**config.mk**
```make
export PLATFORM = sky130hd
export DESIGN_NAME = hybrid_switch_sequencer
export DESIGN_NICKNAME = d
export VERILOG_FILES = /design/src/rtl/hybrid_ctrl_pkg.sv /design/src/rtl/dwell_timer.sv /design/src/rtl/hybrid_switch_sequencer.sv
export SDC_FILE = /design/constraint.sdc
export NUM_CORES = 1
export LEC_CHECK = 0
export CORE_MARGIN = 2
export CORE_UTILIZATION = 36
export DETAILED_ROUTE_END_ITERATION = 12
export PLACE_DENSITY = 0.58
export SLEW_MARGIN = 40
export SYNTH_ARGS = -nofsm -noshare
export SYNTH_HDL_FRONTEND = slang
export SYNTH_SLANG_ARGS = --single-unit
```
**constraint.sdc**
```tcl
create_clock -name i_clk -period 6.4 [get_ports i_clk]
set_input_delay 1.28 -clock i_clk [delete_from_list [all_inputs] [get_ports i_clk]]
set_output_delay 1.28 -clock i_clk [all_outputs]
set_load 0.02 [all_outputs]
```
**src/rtl/hybrid_ctrl_pkg.sv**
```systemverilog
// Shared types and constants for the hybrid-loop full-bridge sequencer.
// FSM state codes, gate patterns, jump flag bit positions.
package hybrid_ctrl_pkg;

  typedef enum logic [2:0] {
    ST_IDLE   = 3'd0,
    ST_DEAD_P = 3'd1,
    ST_POS    = 3'd2,
    ST_DEAD_N = 3'd3,
    ST_NEG    = 3'd4,
    ST_FAULT  = 3'd5
  } state_t;

  // gate bits: [0] Q1 A-high, [1] Q2 A-low, [2] Q3 B-high, [3] Q4 B-low
  localparam logic [3:0] GATE_OFF = 4'b0000;
  localparam logic [3:0] GATE_POS = 4'b1001;
  localparam logic [3:0] GATE_NEG = 4'b0110;

  localparam int JUMP_POS = 0;
  localparam int JUMP_NEG = 1;

  function automatic logic [3:0] gate_of(state_t s);
    case (s)
      ST_POS:  return GATE_POS;
      ST_NEG:  return GATE_NEG;
      default: return GATE_OFF;
    endcase
  endfunction

endpackage

```
**src/rtl/dwell_timer.sv**
```systemverilog
// Clear/enable counter that saturates at MAX.
// Ports: clk, rst (async high), clr, en -> count.
module dwell_timer #(
  parameter int CNT_W = 16,
  parameter int MAX   = 2000
) (
  input  logic             clk,
  input  logic             rst,
  input  logic             clr,
  input  logic             en,
  output logic [CNT_W-1:0] count
);

  always_ff @(posedge clk or posedge rst) begin
    if (rst) begin
      count <= '0;
    end else if (clr) begin
      count <= '0;
    end else if (en && count != CNT_W'(MAX)) begin
      count <= count + 1'b1;
    end
  end

endmodule

```
**src/rtl/hybrid_switch_sequencer.sv**
```systemverilog
// Full-bridge gate sequencer: dead time, min/max dwell, fault latch.
// Ports: i_clk, i_reset, i_enable, i_jump[1:0], i_fault, i_fault_clr ->
//        o_gate[3:0], o_sigma, o_state[2:0], o_fault, o_timeout.
module hybrid_switch_sequencer #(
  parameter int DEAD_TIME = 10,
  parameter int MIN_DWELL = 20,
  parameter int MAX_DWELL = 2000,
  parameter int CNT_W     = 16
) (
  input  logic       i_clk,
  input  logic       i_reset,
  input  logic       i_enable,
  input  logic [1:0] i_jump,
  input  logic       i_fault,
  input  logic       i_fault_clr,
  output logic [3:0] o_gate,
  output logic       o_sigma,
  output logic [2:0] o_state,
  output logic       o_fault,
  output logic       o_timeout
);
  import hybrid_ctrl_pkg::*;

  state_t           state;
  state_t           nxt;
  logic             tmo_nxt;
  logic [CNT_W-1:0] dead_cnt;
  logic [CNT_W-1:0] dwell;
  logic             in_dead;
  logic             in_cond;
  logic             moving;

  assign in_dead = (state == ST_DEAD_P) || (state == ST_DEAD_N);
  assign in_cond = (state == ST_POS) || (state == ST_NEG);
  // every state entry restarts both timers from zero
  assign moving  = (nxt != state);

  dwell_timer #(.CNT_W(CNT_W), .MAX(DEAD_TIME)) u_dead (
    .clk   (i_clk),
    .rst   (i_reset),
    .clr   (moving),
    .en    (in_dead),
    .count (dead_cnt)
  );

  dwell_timer #(.CNT_W(CNT_W), .MAX(MAX_DWELL)) u_dwell (
    .clk   (i_clk),
    .rst   (i_reset),
    .clr   (moving),
    .en    (in_cond),
    .count (dwell)
  );

  always_comb begin
    nxt     = state;
    tmo_nxt = 1'b0;
    if (i_fault) begin
      nxt = ST_FAULT;
    end else begin
      case (state)
        ST_IDLE: begin
          if (i_enable && !o_fault) nxt = ST_DEAD_P;
        end
        ST_DEAD_P: begin
          if (!i_enable) nxt = ST_IDLE;
          else if (dead_cnt == CNT_W'(DEAD_TIME - 1)) nxt = ST_POS;
        end
        ST_DEAD_N: begin
          if (!i_enable) nxt = ST_IDLE;
          else if (dead_cnt == CNT_W'(DEAD_TIME - 1)) nxt = ST_NEG;
        end
        ST_POS: begin
          if (!i_enable) begin
            nxt = ST_IDLE;
          end else if (i_jump[JUMP_NEG] && dwell >= CNT_W'(MIN_DWELL)) begin
            nxt = ST_DEAD_N;
          end else if (dwell == CNT_W'(MAX_DWELL - 1)) begin
            nxt     = ST_DEAD_N;
            tmo_nxt = 1'b1;
          end
        end
        ST_NEG: begin
          if (!i_enable) begin
            nxt = ST_IDLE;
          end else if (i_jump[JUMP_POS] && dwell >= CNT_W'(MIN_DWELL)) begin
            nxt = ST_DEAD_P;
          end else if (dwell == CNT_W'(MAX_DWELL - 1)) begin
            nxt     = ST_DEAD_P;
            tmo_nxt = 1'b1;
          end
        end
        ST_FAULT: begin
          if (i_fault_clr) nxt = ST_IDLE;
        end
        default: nxt = ST_FAULT;
      endcase
    end
  end

  // outputs decoded from the next state so gates move with the state
  always_ff @(posedge i_clk or posedge i_reset) begin
    if (i_reset) begin
      state     <= ST_IDLE;
      o_gate    <= GATE_OFF;
      o_sigma   <= 1'b0;
      o_fault   <= 1'b0;
      o_timeout <= 1'b0;
    end else begin
      state     <= nxt;
      o_gate    <= gate_of(nxt);
      o_sigma   <= (nxt == ST_POS);
      o_fault   <= (nxt == ST_FAULT);
      o_timeout <= tmo_nxt;
    end
  end

  assign o_state = state;

endmodule

```
== Word-level counts from Yosys, hierarchy flattened ==
Cells that the tools add are included.

* Add/subtract/negate cells: 2
* Order comparisons: 1
* Equal/unequal tests: 13
* Multiplexer cells: 26
* Reduce and logical (&&, ||, !) cells: 11

{| class="wikitable"
|+ Operator list
! kind !! count
|-
| $mux W16 || 4
|-
| $mux W3 || 13
|-
| $add A16 B1 Y16 const B || 2
|-
| $pmux W3 S6 || 1
|-
| $eq A16 B11 Y1 const B || 1
|-
| $eq A16 B4 Y1 const B || 1
|-
| $ge A16 B5 Y1 const B || 1
|-
| $ne A16 B11 Y1 const B || 1
|-
| $ne A16 B4 Y1 const B || 1
|-
| $eq A3 B3 Y1 const B || 4
|-
| $eq A3 B2 Y1 const B || 3
|-
| $pmux W4 S2 || 1
|-
| $mux W1 || 6
|-
| $logic_and A1 B1 Y1 || 5
|-
| $reduce_bool A2 Y1 || 2
|-
| $eq A3 B1 Y1 const B || 1
|-
| $logic_not A3 Y1 || 1
|-
| $ne A3 B3 Y1 || 1
|-
| $logic_or A1 B1 Y1 || 2
|-
| $pmux W1 S2 || 1
|-
| $logic_not A1 Y1 || 1
|}

* Register bits: 42
* Bits of input ports: 7
* Output and inout bits: 10
* Logic and storage cells: 60

== Logic depth before layout (Yosys ltp) ==
Gate-level depths: netlist of the first run.

* Word-level depth: 8
* Depth in mapped cells: 9
* Mapped depth without buffers: 8

== By module ==
A second synthesis of the first run with hierarchy kept.

* Cells, all modules: 250
* Area total of the unflattened synthesis: 2399.8 sq um

{| class="wikitable"
|+ Modules (own cells, without submodules)
! module !! instances !! cells each !! area an instance (sq um) !! sequential area each (sq um)
|-
| dwell_timer at u_dwell || 1 || 93 || 885.8 || 400.4
|-
| dwell_timer at u_dead || 1 || 89 || 882.1 || 400.4
|-
| hybrid_switch_sequencer || 1 || 68 || 631.9 || 175.2
|}

== Least setup slack after synthesis of the first run ==
Ideal clock, no wire load.

* Path type: input-to-reg
* Start point: input port i_fault
* End point: register u_dead.count[5]
* Library setup time: 0.119 ns
* Arrival: 2.675 ns
* Slack: 3.606 ns
* Stages: 8
* Path buffers: 1
* Cell sequence: nor2_1 a21o_2 inv_1 a311o_1 or3_4 o2111ai_4 buf_6 nor2_2

* Longest elaborated chain between the ends: 3
* Elaborated cells on any way between the ends: 4
* Classes of those cells: eq/ne (1); mux (2); reduce/logical (1)

{| class="wikitable"
|+ Ends and longest elaborated chain
! item !! RTL line !! source
|-
| start, declared || hybrid_switch_sequencer.sv:14 || <nowiki>input logic i_fault,</nowiki>
|-
| $mux W3 (*) || hybrid_switch_sequencer.sv:57 || <nowiki>if (i_fault) begin</nowiki>
|-
| $ne A3 B3 Y1 (*) || hybrid_switch_sequencer.sv:36 || <nowiki>assign moving = (nxt != state);</nowiki>
|-
| $mux W16 / $reduce_bool A2 Y1 (equally long branches) || n/a ||
|-
| end signal, assigned || dwell_timer.sv:20 || <nowiki>count <= count + 1'b1;</nowiki>
|-
| end, declared || dwell_timer.sv:11 || <nowiki>output logic [CNT_W-1:0] count</nowiki>
|}

Mark *: on every way between the ends. The rest lies on a longest branch, timed or not.
A chain may end at the register's enable or synchronous reset.

== Final worst setup path of the first run ==
* Start point: input port i_fault
* End point: register u_dead.count[13]

Same word-level chain as after synthesis.

==> impl_metrics.tcl, run 1 <==
set metrics [dict create \
    rows 29 \
    setup_viol 0 \
    setup_tns_ps 0 \
    die-area_mm2 0.00712 \
    internal_power_w 0.000460 \
    drtIter0Drc 53 \
    critPathMaxFanout 15 \
    powerDensity_mw_per_mm2 253 \
    cts_tree "yes" \
    combPwrFrac 0.267 \
    fin_cells 333 \
    synth-main-ff-cell "dfrtp_1" \
    cts_buffers 5 \
    synth_edf_count 0 \
    drive_gt1_frac 0.145 \
    cts_max_level 2 \
    finalCritPeriodShare 0.528 \
    worstSetupEndpointType "register" \
    final_common_cell "dfrtp_1" \
    min_period_ps 3380 \
    via_count 1656 \
    clockPowerShare 0.317 \
    critPathArrivalTime_ps 3560 \
    fp.coreArea_mm2 0.00631 \
    num_io_pins 17 \
    p_seq_frac 0.416 \
    die_y_um 84.4 \
    fin_skew_ps 5.26 \
    vdd_drop_max_uv 119 \
    drt_pass1_iterations 4 \
    cts_root_buf "clkbuf_8" \
    cts_sinks 39 \
    synth.distinct_cells 52 \
    synth_nets 253 \
    postRouteAntennaNets 0 \
    holdWs_ps 569 \
    drc 0 \
    viasPerCell 4.97 \
    min_path_type "register to register" \
    drv_cap 0 \
    antenna_cells 0 \
    grt_max_degree 40 \
    hpwlAfterDp_mm 3.08 \
    clock_latency_ps 290 \
    r2r_slack_ps 3440 \
    finalNetCount 267 \
    initial_core_util 0.368 \
    die_w_um 84.4 \
    final_cell_mix "dfrtp_1, nor2_1, xor2_1, nand2_1, clkdlybuf4s50_1" \
    fill_cells 640 \
    wire_per_inst_um 13.0 \
    status "finished, final reports clean" \
    syn_inst 241 \
    wirelength_mm 4.33 \
    numPortBuffers 16 \
    clock.fmax_ghz 0.296 \
    syn_area_mm2 0.00233 \
    seq_area_frac_synth 0.420 \
    timing_worst_setup_path_type "input port to register" \
    drv_slew 0 \
    overflow 0 \
    avgSynthCellArea_um2 9.65 \
    start_kind "input port" \
    dp_cells 325 \
    area_growth_pct 13.1 \
    p_leak_nw 1.06 \
    maxSlewHeadroom 0.620 \
    clk_path_buf_depth 2 \
    ys_async_sr_fraction 1.00 \
    grt_pass1_wl_mm 7.75 \
    hold_violations 0 \
    cts.clk_slew.worst_paths_ps 70 \
    synth-seq-cells 39 \
    crit_required_ps 6580 \
    rsz0062_at_grt "false" \
    postCtsHoldBufs 0 \
    grt_pass1_vias 1651 \
    synth_warnings 0 \
    cts_resized 0 \
    cts_setup_buffers 0 \
    gr-usage-all-layers 0.134 \
    antenna_found_initial 0 \
    worst_pin_slew_ps 565 \
    swShare 0.309 \
    gp_congestion 0.790 \
    power_switching_w 0.000205 \
]
-- cells in the mapped netlist (all sizes together) (2+ instances only) --
master	instances	area, µm²
nor2	44	190
dfrtp	39	976
xor2	21	184
nand2	20	75.1
nand3	13	65.1
xnor2	10	87.6
inv	9	33.8
buf	7	67.6
nor3	6	30.0
a21oi	5	25.0
and3	5	32.5
clkbuf	5	40.0
ha	5	62.6
nor4	5	46.3
or4	5	41.3
nand4	4	25.0
and4	3	26.3
nor3b	3	22.5
o21ai	3	15.0
a21o	2	16.3
and2	2	13.8
nand2b	2	12.5
nand4b	2	32.5
nor2b	2	12.5
or2	2	12.5
or3	2	17.5
-- area by class of cell --
cell class / count / area (µm²) / share of cell area
Multi-Input combinational cell: 181 / 1210 / 0.460
Sequential cell: 39 / 976 / 0.371
Timing Repair Buffer: 19 / 198 / 0.0752
Tap cell: 77 / 96.3 / 0.0366
Clock buffer: 6 / 82.6 / 0.0314
Clock inverter: 2 / 35.0 / 0.0133
Inverter: 9 / 33.8 / 0.0128
-- cells by family after synthesis --
group           synth area share
simple gates               0.302
xor+xnor                   0.117
flops                      0.420
compound gates            0.0694
mux                      0.00430
buf+inv                   0.0608
fa+ha+maj                 0.0269
-- routing by layer --
layer	vias to the layer above	wire, µm	part of all wire	GRT usage
met4	0	29	0.0067	0.0390
li1	846	-	-	-
met2	22	1960	0.45	0.207
met5	-	0	0	0
met3	2	134	0.031	0.0334
met1	786	2210	0.51	0.186
-- through the flow --
| stage | instance area [µm²] | util | worst slack, ps | power (W) |
|---|---|---|---|---|
| 2_1_floorplan | 2330 | - | 3610 | 0.000421 |
| 3_3_place_gp | 2480 | 0.393 | 2540 | 0.000442 |
| 3_5_place_dp | 2510 | 0.398 | 2700 | 0.000460 |
| 4_1_cts | 2630 | 0.417 | 3010 | 0.000676 |
| 5_1_grt | 2630 | 0.417 | 2900 | 0.000708 |
| 6_report | 2630 | 0.417 | 3020 | 0.000665 |
-- registers in the layout, indices dropped and copies added (netlist names) --
name / count
o_fault: 1
o_state: 3
u_dead.count: 16
u_dwell.count: 16
o_timeout: 1
o_gate: 2
-- critical path, stage by stage --
cell and delay (ps):
clkdlybuf4s50_1 470, nor2_1 120, a21o_2 160, inv_1 60
a311o_1 300, or3_4 360, o2111ai_4 370, buf_8 210
buf_8 160, nor2_1 60
-- path summary, 6_finish.rpt --
kind                       cells after the start                 to         startpoint
min in group asynchronous                      3   u_dead.count[15]            i_reset
setup reg to reg                               8   u_dead.count[13]    u_dead.count[4]
setup / recovery                              10   u_dead.count[13]            i_fault
hold / removal                                 2  u_dwell.count[13]  u_dwell.count[13]
max in group asynchronous                      3   u_dwell.count[0]            i_reset
hold reg to reg                                2  u_dwell.count[13]  u_dwell.count[13]
-- power groups by stage --
| stage | logic [W] | registers (W) | clock network, W |
|---|---|---|---|
| after floorplan | 0.000141 | 0.000280 | 0 |
| after CTS | 0.000180 | 0.000277 | 0.000220 |
| after global placement | 0.000161 | 0.000282 | 0 |
| after detailed placement | 0.000179 | 0.000281 | 0 |
| after global routing | 0.000197 | 0.000279 | 0.000232 |
| final | 0.000177 | 0.000276 | 0.000211 |
Power figures use the tool's default switching activity.
==> inputs of run 2 (changes only) <==
==> constraint.sdc (replaced) <==
create_clock -name i_clk -period 3.4 [get_ports i_clk]
set_input_delay 0.68 -clock i_clk [delete_from_list [all_inputs] [get_ports i_clk]]
set_output_delay 0.68 -clock i_clk [all_outputs]
set_load 0.02 [all_outputs]
==> run 2 against run 1 <==
Against the previous run: routed wire length shrank 1.2%; combinational power is 81% higher; total power grew 80%; clock power grew 70%; register-to-register slack worse by 2700 ps; global-route usage down 0.13 points; sequential power up 89%; die area did not move; clock-buffer cell count is 1 higher; hold slack worse by 27 ps.
==> impl_metrics.tcl, run 2 (same netlist as run 1, synthesis figures left out) <==
set metrics [dict create \
    wirelength_mm 4.28 \
    holdWs_ps 541 \
    hold_violations 0 \
    die_y_um 84.4 \
    area_growth_pct 12.0 \
    cts_setup_buffers 0 \
    overflow 0 \
    fin_skew_ps 11.4 \
    clockPowerShare 0.298 \
    use_met2 0.205 \
    antenna_found_initial 0 \
    p_seq_frac 0.434 \
    post-route-util 0.413 \
    min_path_type "register to register" \
    finalPower_w 0.00120 \
    worstHoldStart "u_dead.count[15]" \
    cts_root_buf "clkbuf_8" \
    cts_resized 0 \
    maxSlewHeadroom 0.618 \
    cts_tree "yes" \
    clock_latency_ps 300 \
    setup_viol 0 \
    clock.fmax_ghz 0.374 \
    setup_tns_ps 0 \
    drive_gt1_frac 0.141 \
    combPwrFrac 0.267 \
    final_common_cell "dfrtp_1" \
    rows 29 \
    fp.coreArea_mm2 0.00631 \
    drv_slew 0 \
    timing_worst_setup_path_type "register to register" \
    initial_core_util 0.368 \
    finalNetCount 266 \
    viasPerCell 4.97 \
    r2r-start "u_dead.count[4]" \
    startpoint "u_dead.count[4]" \
    gr-usage-all-layers 0.132 \
    start_kind "register" \
    die_w_um 84.4 \
    r2r_slack_ps 720 \
    internal_power_w 0.000804 \
    powerDensity_mw_per_mm2 460 \
    met1_usage 0.181 \
    gp_congestion 0.794 \
    drv_cap 0 \
    worstSetupEndpointType "register" \
    rsz0062_at_grt "false" \
    wire_per_inst_um 12.9 \
    fill_cells 654 \
    p_leak_nw 1.05 \
    cts_buffers 5 \
    drt_pass1_iterations 4 \
    cts_max_level 2 \
    min_period_ps 2680 \
    grt_max_degree 40 \
    vdd_drop_max_uv 286 \
    critPathArrivalTime_ps 2850 \
    finalCritPeriodShare 0.787 \
    final_cell_mix "dfrtp_1, nor2_1, xor2_1, nand2_1, clkdlybuf4s50_1" \
    grt_pass1_wl_mm 7.65 \
    cts.clk_slew.worst_paths_ps 80 \
    antenna_cells 0 \
    clk_path_buf_depth 2 \
    hpwlAfterDp_mm 2.95 \
    numPortBuffers 16 \
    worst_pin_slew_ps 569 \
    grt_pass1_vias 1636 \
    postRouteAntennaNets 0 \
    via_count 1651 \
    die-area_mm2 0.00712 \
    postCtsHoldBufs 0 \
    cts_sinks 39 \
    drc 0 \
    drtIter0Drc 75 \
    status "finished, final reports clean" \
    critPathMaxFanout 32 \
    crit_required_ps 3580 \
    grt_use_met3 0.0315 \
    busiest_layer "met2" \
    num_io_pins 17 \
    swShare 0.329 \
    power_switching_w 0.000395 \
]
==> run 2: cell count changes in the layout (fill, tap and decap cells not counted), sizes merged <==
cell,delta
clkbuf,+1
clkinvlp,+1
clkinv,-1
bufinv,-1
buf,-1
==> run 2: final timing paths <==
check | end | cells after the start
worst min-delay path | u_dead.count[15] | 2
worst max register to register | u_dwell.count[0] | 7
worst max-delay path | u_dwell.count[0] | 7
worst min register to register | u_dead.count[15] | 2
min in group asynchronous | o_state[0] | 3
max in group asynchronous | u_dwell.count[0] | 3
==> run 2: final cells by class <==
cell class	count	area, µm²	area share
flip-flops and latches	39	976	0.374
inverters	9	33.8	0.0130
clock buffers	7	96.3	0.0370
multi-input cells	181	1210	0.464
repair buffers	18	188	0.0720
well taps	77	96.3	0.0370
clock inverters	1	7.51	0.00288
==> run 2: through the flow <==
step | cells | setup WS (ps) | area (µm²)
3_5_place_dp | 324 | 590 | 2500
6_report | 332 | 724 | 2610
4_1_cts | 332 | 721 | 2610
5_1_grt | 332 | 596 | 2610
2_1_floorplan | 241 | 926 | 2330
3_3_place_gp | 324 | 637 | 2500
==> run 2: routing by layer <==
| layer | vias up | routed length (µm) |
|---|---|---|
| met5 | - | 0 |
| li1 | 842 | - |
| met4 | 0 | 37 |
| met1 | 787 | 2170 |
| met3 | 4 | 139 |
| met2 | 18 | 1930 |
==> run 2: power groups by stage <==
stage	clock network, W	logic, W	registers (W)
4_1_cts	0.000371	0.000327	0.000521
3_5_place_dp	0	0.000327	0.000530
3_3_place_gp	0	0.000327	0.000530
5_1_grt	0.000388	0.000359	0.000526
6_report	0.000358	0.000320	0.000521
2_1_floorplan	0	0.000265	0.000527
==> run 2: critical path, cell delays in order, from the launching register on <==
cell and delay, ps:
dfrtp_1 440, or4b_2 740, nor4_4 300, nor3_1 120, or3_4 430, o2111ai_4 210, buf_12 230, nor2_1 70
==> inputs of run 3 (changes only) <==
==> constraint.sdc (replaced) <==
create_clock -name i_clk -period 2.5 [get_ports i_clk]
set_input_delay 0.5 -clock i_clk [delete_from_list [all_inputs] [get_ports i_clk]]
set_output_delay 0.5 -clock i_clk [all_outputs]
set_load 0.02 [all_outputs]
==> run 3 against run 2 <==
Against the previous run: the run now ends with negative setup slack left; global-route usage rose by 1.0 points; die area unchanged; core utilization increased by 5.9 points; design area grew 14%; clock power is 54% higher; critical endpoint is now u_dead.count[13]; largest cell class unchanged.
==> impl_metrics.tcl, run 3 (same netlist as run 1, synthesis figures left out) <==
set metrics [dict create \
    cts_tree "yes" \
    finalNetCount 297 \
    crit_required_ps 2680 \
    antenna_cells 0 \
    numPortBuffers 16 \
    critPathArrivalTime_ps 2690 \
    seqCellArea_um2 976 \
    fill_cells 625 \
    fin_skew_ps 10.1 \
    die-area_mm2 0.00712 \
    final_cell_mix "dfrtp_1, nor2_1, buf_4, xor2_1, nand2_1" \
    hpwlAfterDp_mm 3.31 \
    worstHoldStart "u_dead.count[15]" \
    setup_viol 22 \
    rsz0062_at_grt "true" \
    p_leak_nw 1.24 \
    num_io_pins 17 \
    die_y_um 84.4 \
    overflow 0 \
    fp.coreArea_mm2 0.00631 \
    clock.fmax_ghz 0.397 \
    drtIter0Drc 46 \
    min_path_type "register to register" \
    clk_path_buf_depth 2 \
    fin_ws_ps -17.1 \
    cts_buffers 5 \
    area_growth_pct 28.0 \
    min_period_ps 2520 \
    cts_sinks 39 \
    postRouteAntennaNets 0 \
    grt_pass1_wl_mm 8.16 \
    status "finished with violations" \
    grt_pass1_vias 1770 \
    r2r-start "u_dead.count[15]" \
    wire_per_inst_um 13.7 \
    finalCritPeriodShare 1.01 \
    cts.clk_slew.worst_paths_ps 70 \
    pre_cts_ws_ps -70.0 \
    critPathMaxFanout 5 \
    cts_max_level 2 \
    gr-usage-all-layers 0.143 \
    start_kind "register" \
    wirelength_mm 4.98 \
    initial_core_util 0.368 \
    drv_cap 0 \
    multi_input_area_mm2 0.00129 \
    rows 29 \
    via_count 1823 \
    final_area_mm2 0.00298 \
    worst_pin_slew_ps 566 \
    maxSlewHeadroom 0.620 \
    startpoint "u_dead.count[15]" \
    clock_latency_ps 290 \
    antenna_found_initial 0 \
    drv_slew 0 \
    powerDensity_mw_per_mm2 644 \
    final_common_cell "dfrtp_1" \
    cts_root_buf "clkbuf_8" \
    hold_violations 0 \
    grt_max_degree 40 \
    vdd_drop_max_uv 333 \
    die_w_um 84.4 \
    drt_pass1_iterations 4 \
    gp_congestion 0.824 \
    drive_gt1_frac 0.273 \
    timing_worst_setup_path_type "register to register" \
    viasPerCell 5.02 \
    dpl_cell_area_mm2 0.00271 \
    violations "negative setup slack" \
    drc 0 \
    worstSetupEndpointType "register" \
]
run 3: cell count changes in the layout (fill, tap and decap cells not counted), moves of 2 or more:
| cell | previous run | this run |
|---|---|---|
| or4_1 | 4 | 2 |
| or4_4 | 1 | 3 |
| buf_4 | 1 | 27 |
| buf_6 | 0 | 2 |
| nor2_2 | 10 | 12 |
| nor2_4 | 0 | 3 |
| nor2_1 | 34 | 29 |
run 3: metrics by stage:
step,setup TNS [ps],power (W),cells,utilization,hold slack [ps]
after floorplan,0,0.00108,241,-,496
after global placement,-1350,0.00122,350,0.429,517
after detailed placement,-1890,0.00122,350,0.429,543
after CTS,-195,0.00188,361,0.459,572
after global routing,-2980,0.00203,363,0.471,589
final,-200,0.00192,363,0.471,554
run 3: path summary, 6_finish.rpt:
path                                    end  slack (ps)  cells after the start
min in group asynchronous  u_dead.count[13]         630                      3
setup / recovery           u_dead.count[13]         -20                      8
hold reg to reg            u_dead.count[15]         550                      2
max in group asynchronous  u_dead.count[11]        1520                      3
setup reg to reg           u_dead.count[13]         -20                      8
hold / removal             u_dead.count[15]         550                      2
run 3: layout make-up:
| type | instances | share of cell area |
|---|---|---|
| clock buffers | 6 | 0.0277 |
| clock inverters | 2 | 0.0118 |
| inverters | 9 | 0.0113 |
| multi-input cells | 181 | 0.433 |
| flip-flops and latches | 39 | 0.328 |
| well taps | 77 | 0.0324 |
| repair buffers | 49 | 0.156 |
run 3: where the power goes:
| part | switching, W | internal [W] |
|---|---|---|
| clock | 0.000228 | 0.000323 |
| sequential | 0.0000467 | 0.000660 |
| combinational | 0.000339 | 0.000322 |
run 3: repair_timing:
item | CTS | global route
setup endpoints to repair | 32 | 32
pin swaps | 8 | 9
hold buffers | 0 | 0
cloned | 1 | 2
resized for setup | 8 | 16
buffers inserted | 2 | 2
run 3: critical path: stages (launching register included):
cell and delay (ps):
dfrtp_1 390, or4_4 570, nor4_4 370, nor3_2 100, or3_4 420, o2111ai_4 220
buf_12 160, buf_6 130, nor2_1 50
run 3: metal layers:
layer,global-route usage,part of all wire,up-vias
met5,0,0,-
met4,0.0606,0.016,0
met3,0.0265,0.025,8
met2,0.236,0.49,27
met1,0.183,0.47,879
li1,-,-,909
